### src/rtl/pwm_demod_pkg.sv
// Shared constants and state encoding for the PWM demodulator.
// Default widths track the PWM generator's top-level width parameters.
package pwm_demod_pkg;

    localparam int M_DEF    = 12;
    localparam int CW_DEF   = 16;
    localparam int SYNC_DEF = 2;

    typedef enum logic {
        IDLE    = 1'b0,
        MEASURE = 1'b1
    } state_t;

endpackage

### src/rtl/pwm_div.sv
// Restoring unsigned divider producing (num_hi << M) / den, one quotient bit per cycle.
// busy stays high through the done cycle so a new start can only land after results are taken.
module pwm_div
    import pwm_demod_pkg::*;
#(
    parameter int M  = M_DEF,
    parameter int CW = CW_DEF
) (
    input  logic          clk,
    input  logic          rst_n,
    input  logic          start,
    input  logic [CW-1:0] num_hi,
    input  logic [CW-1:0] den,
    output logic          busy,
    output logic          done,
    output logic [M-1:0]  q
);

    localparam int CNTW = (M > 1) ? $clog2(M) : 1;
    localparam logic [CNTW-1:0] LAST = CNTW'(M - 1);

    logic [CW-1:0]   rem;
    logic [CW-1:0]   den_r;
    logic [M-1:0]    q_r;
    logic [CNTW-1:0] cnt;
    logic            running;
    logic            done_r;
    logic [CW:0]     rem_sh;
    logic [CW:0]     rem_diff;
    logic            qbit;

    // num_hi < den keeps the remainder below den, so CW+1 bits hold the shifted value.
    always_comb begin
        rem_sh   = {rem, 1'b0};
        qbit     = (rem_sh >= {1'b0, den_r});
        rem_diff = rem_sh - {1'b0, den_r};
    end

    always_ff @(posedge clk) begin
        if (!rst_n) begin
            rem     <= '0;
            den_r   <= '0;
            q_r     <= '0;
            cnt     <= '0;
            running <= 1'b0;
            done_r  <= 1'b0;
        end else begin
            done_r <= 1'b0;
            if (start) begin
                rem     <= num_hi;
                den_r   <= den;
                q_r     <= '0;
                cnt     <= '0;
                running <= 1'b1;
            end else if (running) begin
                rem <= qbit ? rem_diff[CW-1:0] : rem_sh[CW-1:0];
                q_r <= {q_r[M-2:0], qbit};
                cnt <= cnt + 1'b1;
                if (cnt == LAST) begin
                    running <= 1'b0;
                    done_r  <= 1'b1;
                end
            end
        end
    end

    assign busy = running | done_r;
    assign done = done_r;
    assign q    = q_r;

endmodule

### src/rtl/pwm_demod.sv
// PWM demodulator: synchronizes a PWM stream, measures period and high time between rises,
// and reports duty = floor(high * 2^M / period), with a timeout for a stuck input.
module pwm_demod
    import pwm_demod_pkg::*;
#(
    parameter int M           = M_DEF,
    parameter int CW          = CW_DEF,
    parameter int SYNC_STAGES = SYNC_DEF
) (
    input  logic          clk,
    input  logic          rst_n,
    input  logic          pwm_in,
    output logic [M-1:0]  duty,
    output logic [CW-1:0] period,
    output logic          duty_valid,
    output logic          stuck,
    output logic          missed
);

    localparam logic [CW-1:0] CNT_MAX = '1;

    state_t               state, state_n;
    logic [SYNC_STAGES-1:0] sync;
    logic                 level, level_d, rise;
    logic [CW-1:0]        period_cnt, high_cnt, per_lat;
    logic                 start, drop, timeout;
    logic                 div_busy, div_done;
    logic [M-1:0]         div_q;

    // Sync chain resets low, so an input already high at reset release reads as a rise.
    always_ff @(posedge clk) begin
        if (!rst_n) begin
            sync    <= '0;
            level_d <= 1'b0;
        end else begin
            sync    <= {sync[SYNC_STAGES-2:0], pwm_in};
            level_d <= level;
        end
    end

    assign level = sync[SYNC_STAGES-1];
    assign rise  = level & ~level_d;

    always_ff @(posedge clk) begin
        if (!rst_n) state <= IDLE;
        else        state <= state_n;
    end

    // Timeout wins over a rise arriving in the same cycle.
    always_comb begin
        state_n = state;
        start   = 1'b0;
        drop    = 1'b0;
        timeout = 1'b0;
        case (state)
            IDLE: begin
                if (rise) state_n = MEASURE;
            end
            MEASURE: begin
                if (period_cnt == CNT_MAX) begin
                    timeout = 1'b1;
                    state_n = IDLE;
                end else if (rise) begin
                    if (div_busy) drop  = 1'b1;
                    else          start = 1'b1;
                end
            end
            default: state_n = IDLE;
        endcase
    end

    // The rise cycle is the first cycle of the new period; counters hold (saturate) in IDLE.
    always_ff @(posedge clk) begin
        if (!rst_n) begin
            period_cnt <= '0;
            high_cnt   <= '0;
            per_lat    <= '0;
        end else begin
            if (start) per_lat <= period_cnt;
            if (rise && !timeout) begin
                period_cnt <= {{(CW-1){1'b0}}, 1'b1};
                high_cnt   <= {{(CW-1){1'b0}}, 1'b1};
            end else if (state == MEASURE && !timeout) begin
                period_cnt <= period_cnt + 1'b1;
                if (level) high_cnt <= high_cnt + 1'b1;
            end
        end
    end

    pwm_div #(.M(M), .CW(CW)) u_div (
        .clk    (clk),
        .rst_n  (rst_n),
        .start  (start),
        .num_hi (high_cnt),
        .den    (period_cnt),
        .busy   (div_busy),
        .done   (div_done),
        .q      (div_q)
    );

    always_ff @(posedge clk) begin
        if (!rst_n) begin
            duty       <= '0;
            period     <= '0;
            duty_valid <= 1'b0;
            stuck      <= 1'b0;
            missed     <= 1'b0;
        end else begin
            duty_valid <= 1'b0;
            stuck      <= 1'b0;
            missed     <= drop;
            if (timeout) begin
                duty       <= level ? {M{1'b1}} : '0;
                period     <= CNT_MAX;
                duty_valid <= 1'b1;
                stuck      <= 1'b1;
            end else if (div_done) begin
                duty       <= div_q;
                period     <= per_lat;
                duty_valid <= 1'b1;
            end
        end
    end

endmodule

### config.mk
export PLATFORM = sky130hd
export DESIGN_NAME = pwm_demod
export DESIGN_NICKNAME = d
export VERILOG_FILES = /design/src/rtl/pwm_demod_pkg.sv /design/src/rtl/pwm_div.sv /design/src/rtl/pwm_demod.sv
export SDC_FILE = /design/constraint.sdc
export NUM_CORES = 1
export LEC_CHECK = 0
export CELL_PAD_IN_SITES_DETAIL_PLACEMENT = 2
export CELL_PAD_IN_SITES_GLOBAL_PLACEMENT = 2
export CORE_AREA = 2 2 136 138
export DETAILED_ROUTE_END_ITERATION = 8
export DIE_AREA = 0 0 138 140
export PLACE_DENSITY = 0.76
export RECOVER_POWER = 25
export SYNTH_ARGS = -nofsm -noshare
export SYNTH_HDL_FRONTEND = slang
export SYNTH_HIERARCHICAL = 1
export SYNTH_SLANG_ARGS = --single-unit
### constraint.sdc
create_clock -name clk -period 3.6 [get_ports clk]
set_input_delay 1.08 -clock clk [delete_from_list [all_inputs] [get_ports clk]]
set_output_delay 1.08 -clock clk [all_outputs]
set_load 0.02 [all_outputs]
==> results of run 1 <==
## cell type report
class                      count  area [um2]  area share
multi-input combinational    568        3750       0.475
clock buffer                  19         433      0.0548
clock inverter                13         173      0.0219
inverter                      25        93.8      0.0119
tap                          229         287      0.0363
timing repair buffer          57         498      0.0631
sequential                   133        2660       0.337
## state kept, by name (all words and copies together) (netlist names)
name / count
per_lat: 16
missed: 1
u_div/q: 12
level_d: 1
duty: 12
duty_valid: 1
period_cnt: 16
u_div/den_r: 16
stuck: 1
sync: 2
u_div/cnt: 4
state: 1
period: 16
high_cnt: 16
u_div/rem: 16
u_div/running: 1
u_div/done: 1
## cell families (layout without fill, tap and decap cells)
group / after synthesis / in the layout / share of synthesized area
simple gates: 256 / 256 / 0.202
compound gates: 223 / 223 / 0.217
flops: 133 / 133 / 0.397
buf+inv: 72 / 114 / 0.0440
mux: 58 / 58 / 0.0866
fa+ha+maj: 20 / 20 / 0.0384
xor+xnor: 11 / 11 / 0.0144
## path summary, 6_finish.rpt
path | startpoint | endpoint | slack, ns | depth (start not counted)
max reg2reg | period_cnt[1]$_SDFFE_PP0P_ | u_div/rem[9]$_SDFFE_PN0P_ | 0.51 | 9
max | rst_n | period[12]$_SDFFE_PN0P_ | 0.37 | 4
min | sync[0]$_SDFF_PN0_ | sync[1]$_SDFF_PN0_ | 0.49 | 1
min reg2reg | sync[0]$_SDFF_PN0_ | sync[1]$_SDFF_PN0_ | 0.49 | 1
## routing by layer
metal | part of all wire | GRT usage
met1 | 0.44 | 0.307
met2 | 0.50 | 0.432
met3 | 0.033 | 0.0458
met4 | 0.031 | 0.102
met5 | 0 | 0
## through the flow
| stage | cell area [um2] | setup WS [ns] |
|---|---|---|
| after detailed placement | 7310 | 0.713 |
| after CTS | 7920 | 0.649 |
| after floorplan | 6710 | 0.305 |
| final | 7900 | 0.375 |
| after global routing | 7900 | 0.297 |
| after global placement | 7310 | 0.694 |
## layout by cell type (no fill, tap or decap), types with 7 or more instances in the layout
master           instances
o31ai_1                 19
clkdlybuf4s50_1         33
nor2_1                  66
nand2_1                 48
o21ai_0                 38
or4_1                   19
and3_1                   7
buf_4                   20
a21oi_1                 94
nand4_1                 13
clkbuf_16               17
ha_1                    19
nand3_1                 29
inv_1                   25
nor3_1                  18
dfxtp_1                132
mux2i_1                 58
or3_1                   11
## cell usage after synthesis (6+ instances only)
library cell	instances	area (um2)
nor3b_1	6	45.0
dfxtp_1	133	2660
or3_1	11	68.8
o31ai_1	19	143
nor2_1	67	251
ha_1	19	238
a211oi_1	6	45.0
and4_1	6	52.6
and3_1	7	43.8
nand2_1	48	180
mux2i_1	58	581
buf_1	7	26.3
o211ai_1	6	45.0
xnor2_1	6	52.6
or4_1	19	143
o21a_1	6	45.0
nand3_1	29	145
clkbuf_1	26	97.6
a21oi_1	94	470
nand4_1	12	75.1
inv_1	24	90.1
nor3_1	18	90.1
o21ai_0	37	185
buf_2	11	55.1
and2_1	7	43.8
## power groups by stage
| stage | clock, W | combinational, W | sequential [W] |
|---|---|---|---|
| 5_1_grt | 0.00193 | 0.0000924 | 0.00148 |
| 3_3_place_gp | 0 | 0.0000826 | 0.00151 |
| 3_5_place_dp | 0 | 0.0000852 | 0.00152 |
| 4_1_cts | 0.00185 | 0.0000871 | 0.00148 |
| 2_1_floorplan | 0 | 0.0000562 | 0.00151 |
| 6_report | 0.00182 | 0.0000851 | 0.00148 |
==> results by group, run 1 <==
Power
  • PD cells: ~430 nW/um2
  • Clock share of power: 0.537
  • Total internal power: roughly 0.0026 W
  • Switch share: 0.234
  • Logic gate share of total power: 0.025
  • Overall power: approximately 0.0034 W
  • Switching power: ~0.00079 W
  • Sequential Power Share: 0.438
  • Static Leak: about 2.6 nW
  • Peak supply drop: about 0.00036 V

Placement
  • GPL Wtd Cong: 0.856
  • Post-Place Cells: between 1,000 and 1,500
  • Placed wire-length estimate: approximately 16 mm
  • Port Buffers: 33

Floorplanning
  • # rows: 49
  • Die ar.: 19,300 um2
  • Die Height: 140 um
  • Core area: 17,800 um2
  • Initial Util: 0.377
  • Io pins: 34
  • DIE WIDTH: 138 um

STA
  • Skew final: 0.0102 ns
  • Setup TNS: 0 ns
  • Final Slew Violations: 0
  • RSZ-0062 raised after global routing: no
  • Hold Slack: 0.491 ns
  • Final min period: ~3.2 ns
  • Fmax: between 300 and 400 MHz
  • Crit share post-route: 0.896
  • Setup violators final: 0
  • Worst slew pin tran: about 1.2 ns
  • Count of final hold-check violations: 0
  • Worst slew margin: 0.191

CTS
  • Clock Latency Late Sink: between 0.4 and 0.5 ns
  • Clock-pin slew on the worst setup and hold paths: 0.06 ns
  • CTS resizes: 0
  • TritonCTS clock tree: done
  • Htree depth: 4
  • CTS Buf Count: 17
  • Clk sinks: approximately 130
  • Setup bufs post-CTS: 0
  • Hold-fix buffer count after cts: 0
  • Root Buffer: clkbuf_16
  • Longest Clk Path Bufs: 2

Cells and area
  • Non-Filler Instances: between 1,000 and 1,500
  • Ant diodes: 0
  • Synth-to-layout area growth: 17.8%
  • Share of cells above drive strength 1: 0.0847
  • Final core utilization: 0.444
  • Fill cell count: slightly below 2,000
  • Nets: 825

Job
  • Max Cap Viol: 0

Synth
  • Yosys warns: 6
  • Post-Synthesis Cell Area: 6710 um2
  • Avg Inst Size Synth: a little under 9 um2
  • Post-synth cell types: 73
  • Cells after Synth: 773
  • Sequential element share of the synthesized area: 0.397
  • Post-synthesis register bit count: ~130
  • Syn_nets: 796
  • Synth async-reset ratio: 0
  • Dominant synthesized flop cell: dfxtp_1
  • Post-synth EDFFs: 0

Route
  • Vias per cell: 5.97
  • WL/cell: around 23 um
  • DRT Pass-1 Iters: 5
  • Routed wire length: roughly 24 mm
  • Antenna-violating nets left: 0
  • DR iter-0 viols: 305
  • Vias after detailed routing: 6,232
  • Residual DRC count: 0

GRT
  • Global-route wire length before repair: between 30 and 40 mm
  • Number of global-route vias before repair: 6,786
  • Initial antenna violation count: 0
  • Gr usage total: 0.250
  • Total gr overflow: 0
  • Largest net degree at the start of global routing: 43

Critical path
  • Setup crit start kind: input pin
  • Crit path max fanout: 37
  • Critical path's top delay family: buffers and inverters
  • CP Cell Sequence: clkdlybuf4s50_1, clkbuf_1, inv_1, a21oi_1
  • Crit-path max cell delay: approximately 0.76 ns
  • Crit. End Element: register
  • Req. time, crit path: slightly below 4 ns
  • Worst path slowest cell: inv_1
  • Worst path buffer plus inverter count: 3
  • Worst Path Arrival: between 3 and 4 ns
  • Crit path kind: input pin to register

Run status
  • Status: finished, final reports clean

Hold path
  • Worst hold path type: register to register
(Power assumes the default switching activity.)
==> inputs of run 2 (changes only) <==
--- a/config.mk
+++ b/config.mk
@@ -5,12 +5,13 @@
 export SDC_FILE = /design/constraint.sdc
 export NUM_CORES = 1
 export LEC_CHECK = 0
+export ABC_AREA = 1
 export CELL_PAD_IN_SITES_DETAIL_PLACEMENT = 2
 export CELL_PAD_IN_SITES_GLOBAL_PLACEMENT = 2
-export CORE_AREA = 2 2 136 138
+export CORE_AREA = 2 2 147 149
 export DETAILED_ROUTE_END_ITERATION = 8
-export DIE_AREA = 0 0 138 140
-export PLACE_DENSITY = 0.76
+export DIE_AREA = 0 0 149 151
+export PLACE_DENSITY = 0.74
 export RECOVER_POWER = 25
 export SYNTH_ARGS = -nofsm -noshare
 export SYNTH_HDL_FRONTEND = slang
==> results by group, run 2 <==
Run status
  • Status: finished, final reports clean (unchanged)

Floorplanning
  • Initial Util: 0.336 (was 0.377)
  • Core area: 20,800 um2 (was 17,800 um2)
  • Die ar.: 22,500 um2 (was 19,300 um2)
  • Die Height: 151 um (was 140 um)
  • # rows: 53 (was 49)
  • Io pins: 34 (unchanged)
  • DIE WIDTH: 149 um (was 138 um)

Route
  • Antenna-violating nets left: 0 (unchanged)
  • Residual DRC count: 0 (unchanged)
  • DR iter-0 viols: 205 (was 305)
  • Routed wire length: 23.2 mm (was 23.8 mm)
  • WL/cell: 17.1 um (was 22.8 um)
  • Vias after detailed routing: 6,695 (was 6,232)
  • DRT Pass-1 Iters: 4 (was 5)
  • Vias per cell: 4.96 (was 5.97)

Power
  • Switch share: 0.251 (was 0.234)
  • Total internal power: 0.00275 W (was 0.00260 W)
  • PD cells: 449 nW/um2 (was 429 nW/um2)
  • Peak supply drop: 0.000325 V (was 0.000356 V)
  • Switching power: 0.000922 W (was 0.000793 W)
  • Logic gate share of total power: 0.063 (was 0.025)
  • Sequential Power Share: 0.405 (was 0.438)
  • Static Leak: 3.53 nW (was 2.62 nW)
  • Clock share of power: 0.532 (was 0.537)

Placement
  • GPL Wtd Cong: 0.794 (was 0.856)
  • Dpl cell area: 7540 um2 (was 7310 um2)
  • Setup slack at placement: 0.0871 ns (was 0.713 ns)
  • Port Buffers: 33 (unchanged)
  • Placed wire-length estimate: 16.3 mm (was 16.2 mm)

Synth
  • Sequential element share of the synthesized area: 0.381 (was 0.397)
  • Yosys warns: 6 (unchanged)
  • Syn_nets: 1,062 (was 796)
  • Cells after Synth: 1,039 (was 773)
  • Post-Synthesis Cell Area: 6990 um2 (was 6710 um2)
  • Share of the synthesized area in the top cell type: 0.381 (was 0.397)
  • Post-synthesis register bit count: 133 (unchanged)
  • Post-synth EDFFs: 0 (unchanged)
  • Synth async-reset ratio: 0 (unchanged)
  • Top cells by count, synth: 283 x nand2_1, 133 x dfxtp_1, 131 x inv_1, 113 x nor2_1, 91 x a21oi_1 (was 133 x dfxtp_1, 94 x a21oi_1, 67 x nor2_1, 58 x mux2i_1, 48 x nand2_1)
  • Most frequent cell after synthesis: nand2_1 (was dfxtp_1)
  • Dominant synthesized flop cell: dfxtp_1 (unchanged)
  • Avg Inst Size Synth: 6.72 um2 (was 8.67 um2)
  • Post-synth cell types: 36 (was 73)
  • Top cells by area, synth: dfxtp_1 38%, nand2_1 15%, inv_1 7.0% (was dfxtp_1 40%, mux2i_1 8.7%, a21oi_1 7.0%)
  • Yosys top cell by area: dfxtp_1 (unchanged)

Cells and area
  • Nets: 1,086 (was 825)
  • Synth-to-layout area growth: 17.2% (was 17.8%)
  • Design area: 8190 um2 (was 7900 um2)
  • Share of cells above drive strength 1: 0.0734 (was 0.0847)
  • Most frequent cells in the layout: 284 x nand2_1, 133 x dfxtp_1, 129 x inv_1 (was 132 x dfxtp_1, 94 x a21oi_1, 66 x nor2_1)
  • Most common cell after layout, fill and taps aside: nand2_1 (was dfxtp_1)
  • Fill cell count: 2,555 (was 1,955)
  • Ant diodes: 0 (unchanged)

CTS
  • CTS Buf Count: 17 (unchanged)
  • Clock-pin slew on the worst setup and hold paths: 0.06 ns (about the same)
  • Longest Clk Path Bufs: 2 (unchanged)
  • Clock Latency Late Sink: 0.43 ns (about the same)
  • Htree depth: 4 (unchanged)
  • Clk sinks: 133 (unchanged)
  • Setup bufs post-CTS: 0 (unchanged)
  • Root Buffer: clkbuf_16 (unchanged)
  • TritonCTS clock tree: done (unchanged)

GRT
  • Global-route wire length before repair: 38.4 mm (was 38.3 mm)
  • Largest net degree at the start of global routing: 48 (was 43)
  • Total gr overflow: 0 (unchanged)
  • Initial antenna violation count: 0 (unchanged)
  • Number of global-route vias before repair: 7,310 (was 6,786)
  • Gr usage total: 0.217 (was 0.250)

Critical path
  • Setup crit start kind: register (was input pin)
  • R2R setup slack: 0.38 ns (was 0.51 ns)
  • Reg-to-reg critical path endpoint: u_div/q[0]$_SDFFE_PP0P_ (was u_div/rem[9]$_SDFFE_PN0P_)
  • Worst r2r path cells: 13 (was 9)
  • Crit. End Element: register (unchanged)
  • Crit path kind: register to register (was input pin to register)
  • Req. time, crit path: 3.97 ns (was 3.90 ns)
  • CP Cell Sequence: ha_1, inv_1, nor2_2, nand2_2, nor2_1, nor2_2, nand3_1, clkinvlp_4, nor2_1, inv_1, a21oi_1, o21ai_0, inv_1 (was clkdlybuf4s50_1, clkbuf_1, inv_1, a21oi_1)
  • Origin of the critical flop-to-flop path: period_cnt[0]$_SDFFE_PN0P_ (was period_cnt[1]$_SDFFE_PP0P_)
  • Crit-path max cell delay: 0.52 ns (was 0.76 ns)
  • Critical path's most frequent cell: inv_1
  • Crit path max fanout: 22 (was 37)
  • Worst Path Arrival: 3.59 ns (was 3.52 ns)
  • Worst path slowest cell: nor2_1 (was inv_1)

STA
  • Crit share post-route: 0.893 (was 0.896)
  • Worst slew margin: 0.259 (was 0.191)
  • Skew final: 0.0124 ns (was 0.0102 ns)
  • Setup violators final: 0 (unchanged)
  • Setup slack after layout: 0.384 ns (was 0.375 ns)
  • Final Slew Violations: 0 (unchanged)
  • Count of final hold-check violations: 0 (unchanged)
  • RSZ-0062 raised after global routing: no (unchanged)
  • Fmax: 311 MHz (was 310 MHz)
  • Worst slew pin tran: 1.11 ns (was 1.21 ns)
  • Final min period: 3.22 ns (was 3.23 ns)
  • Setup TNS: 0 ns (unchanged)

Job
  • Max Cap Viol: 0 (unchanged)

Hold path
  • Hold-critical path depth: 2 (was 1)
  • WHS Endpoint: sync[1]$_SDFF_PN0_ (unchanged)
  • Worst hold path type: register to register (unchanged)
  • Min-delay src: sync[0]$_SDFF_PN0_ (unchanged)
==> run 2: changes by cell type after synthesis, sizes merged, moves of 11 or more <==
| cell | delta |
|---|---|
| nand2 | +242 |
| inv | +110 |
| mux2i | -58 |
| nor2 | +54 |
| nand3 | +26 |
| or4 | -21 |
| o31ai | -19 |
| o21ai | +16 |
| nand3b | +14 |
| a22oi | +13 |
| or3 | -11 |
==> run 2: kinds of logic (layout without fill, tap and decap cells) <==
group	count (synthesis)	after routing	share of synthesized area
compound gates	178	178	0.141
xor+xnor	22	22	0.0276
simple gates	510	510	0.311
buf+inv	176	213	0.102
flops	133	133	0.381
fa+ha+maj	20	20	0.0369
==> run 2: worst max-delay path by stage <==
stage,start,end,slack (ns),depth (start not counted)
3_3_place_gp,period_cnt[0]$_SDFFE_PN0P_,u_div/den_r[14]$_SDFFE_PN0P_,0.25,11
4_1_cts,period_cnt[0]$_SDFFE_PN0P_,u_div/den_r[12]$_SDFFE_PN0P_,0.06,11
3_5_place_dp,period_cnt[0]$_SDFFE_PN0P_,u_div/den_r[4]$_SDFFE_PN0P_,0.09,11
5_1_grt,period_cnt[0]$_SDFFE_PN0P_,u_div/q[0]$_SDFFE_PP0P_,0.03,13
2_1_floorplan,period_cnt[0]$_SDFFE_PN0P_,u_div/rem[0]$_SDFFE_PN0P_,1.05,14
6_report,period_cnt[0]$_SDFFE_PN0P_,u_div/q[0]$_SDFFE_PP0P_,0.38,13
==> run 2: power by group through the flow <==
stage	clock (W)	combinational (W)	sequential, W
floorplan	0	0.000176	0.00152
global placement	0	0.000230	0.00152
detailed placement	0	0.000235	0.00152
CTS	0.00201	0.000238	0.00149
global route	0.00207	0.000263	0.00149
finish	0.00196	0.000232	0.00149
==> run 2: worst max-delay path: cells and delay by family, from the launching register on <==
family,cells,cell delay (ns)
AO/OA/AOI/OAI,2,0.26
adder cells (fa/ha/maj),1,0.27
buffers and inverters,4,0.91
flip-flops,1,0.43
AND/OR/NAND/NOR,6,1.27
==> run 2: routing by layer <==
layer	routed length (um)	global-route usage	up-vias
met1	10700	0.264	3270
met5	0	0	-
li1	-	-	3341
met4	282	0.0524	0
met3	455	0.0373	18
met2	11800	0.397	66
==> run 2: what timing repair did <==
item | CTS | global route
gates resized for setup | 2 | 1
cloned | 1 | 0
endpoints found under the setup margin | 1 | 21
hold buffers | 0 | 0
==> run 2: layout make-up <==
class                      count  area, um2  area share
tap                          275        344      0.0420
sequential                   133       2660       0.325
clock inverter                12        189      0.0231
multi-input combinational    730       3600       0.440
clock buffer                  20        457      0.0558
timing repair buffer          44        409      0.0500
timing repair inverter         1       7.51    0.000917
inverter                     136        518      0.0633
==> run 2: stage by stage <==
step                cells  utilization  hold slack, ns  total power (W)
floorplan            1039            -           0.390          0.00170
global placement     1318        0.362           0.401          0.00175
detailed placement   1318        0.362           0.409          0.00176
CTS                  1351        0.394           0.426          0.00374
global route         1351        0.393           0.469          0.00383
finish               1351        0.393           0.420          0.00368
==> inputs of run 3 (changes only) <==
--- a/config.mk
+++ b/config.mk
@@ -11,6 +11,8 @@
 export CORE_AREA = 2 2 147 149
 export DETAILED_ROUTE_END_ITERATION = 8
 export DIE_AREA = 0 0 149 151
+export GPL_ROUTABILITY_DRIVEN = 0
+export HOLD_SLACK_MARGIN = 0.06
 export PLACE_DENSITY = 0.74
 export RECOVER_POWER = 25
 export SYNTH_ARGS = -nofsm -noshare
==> results of run 3 <==
The final DEF is identical to that of run 2; final timing and power are the same.
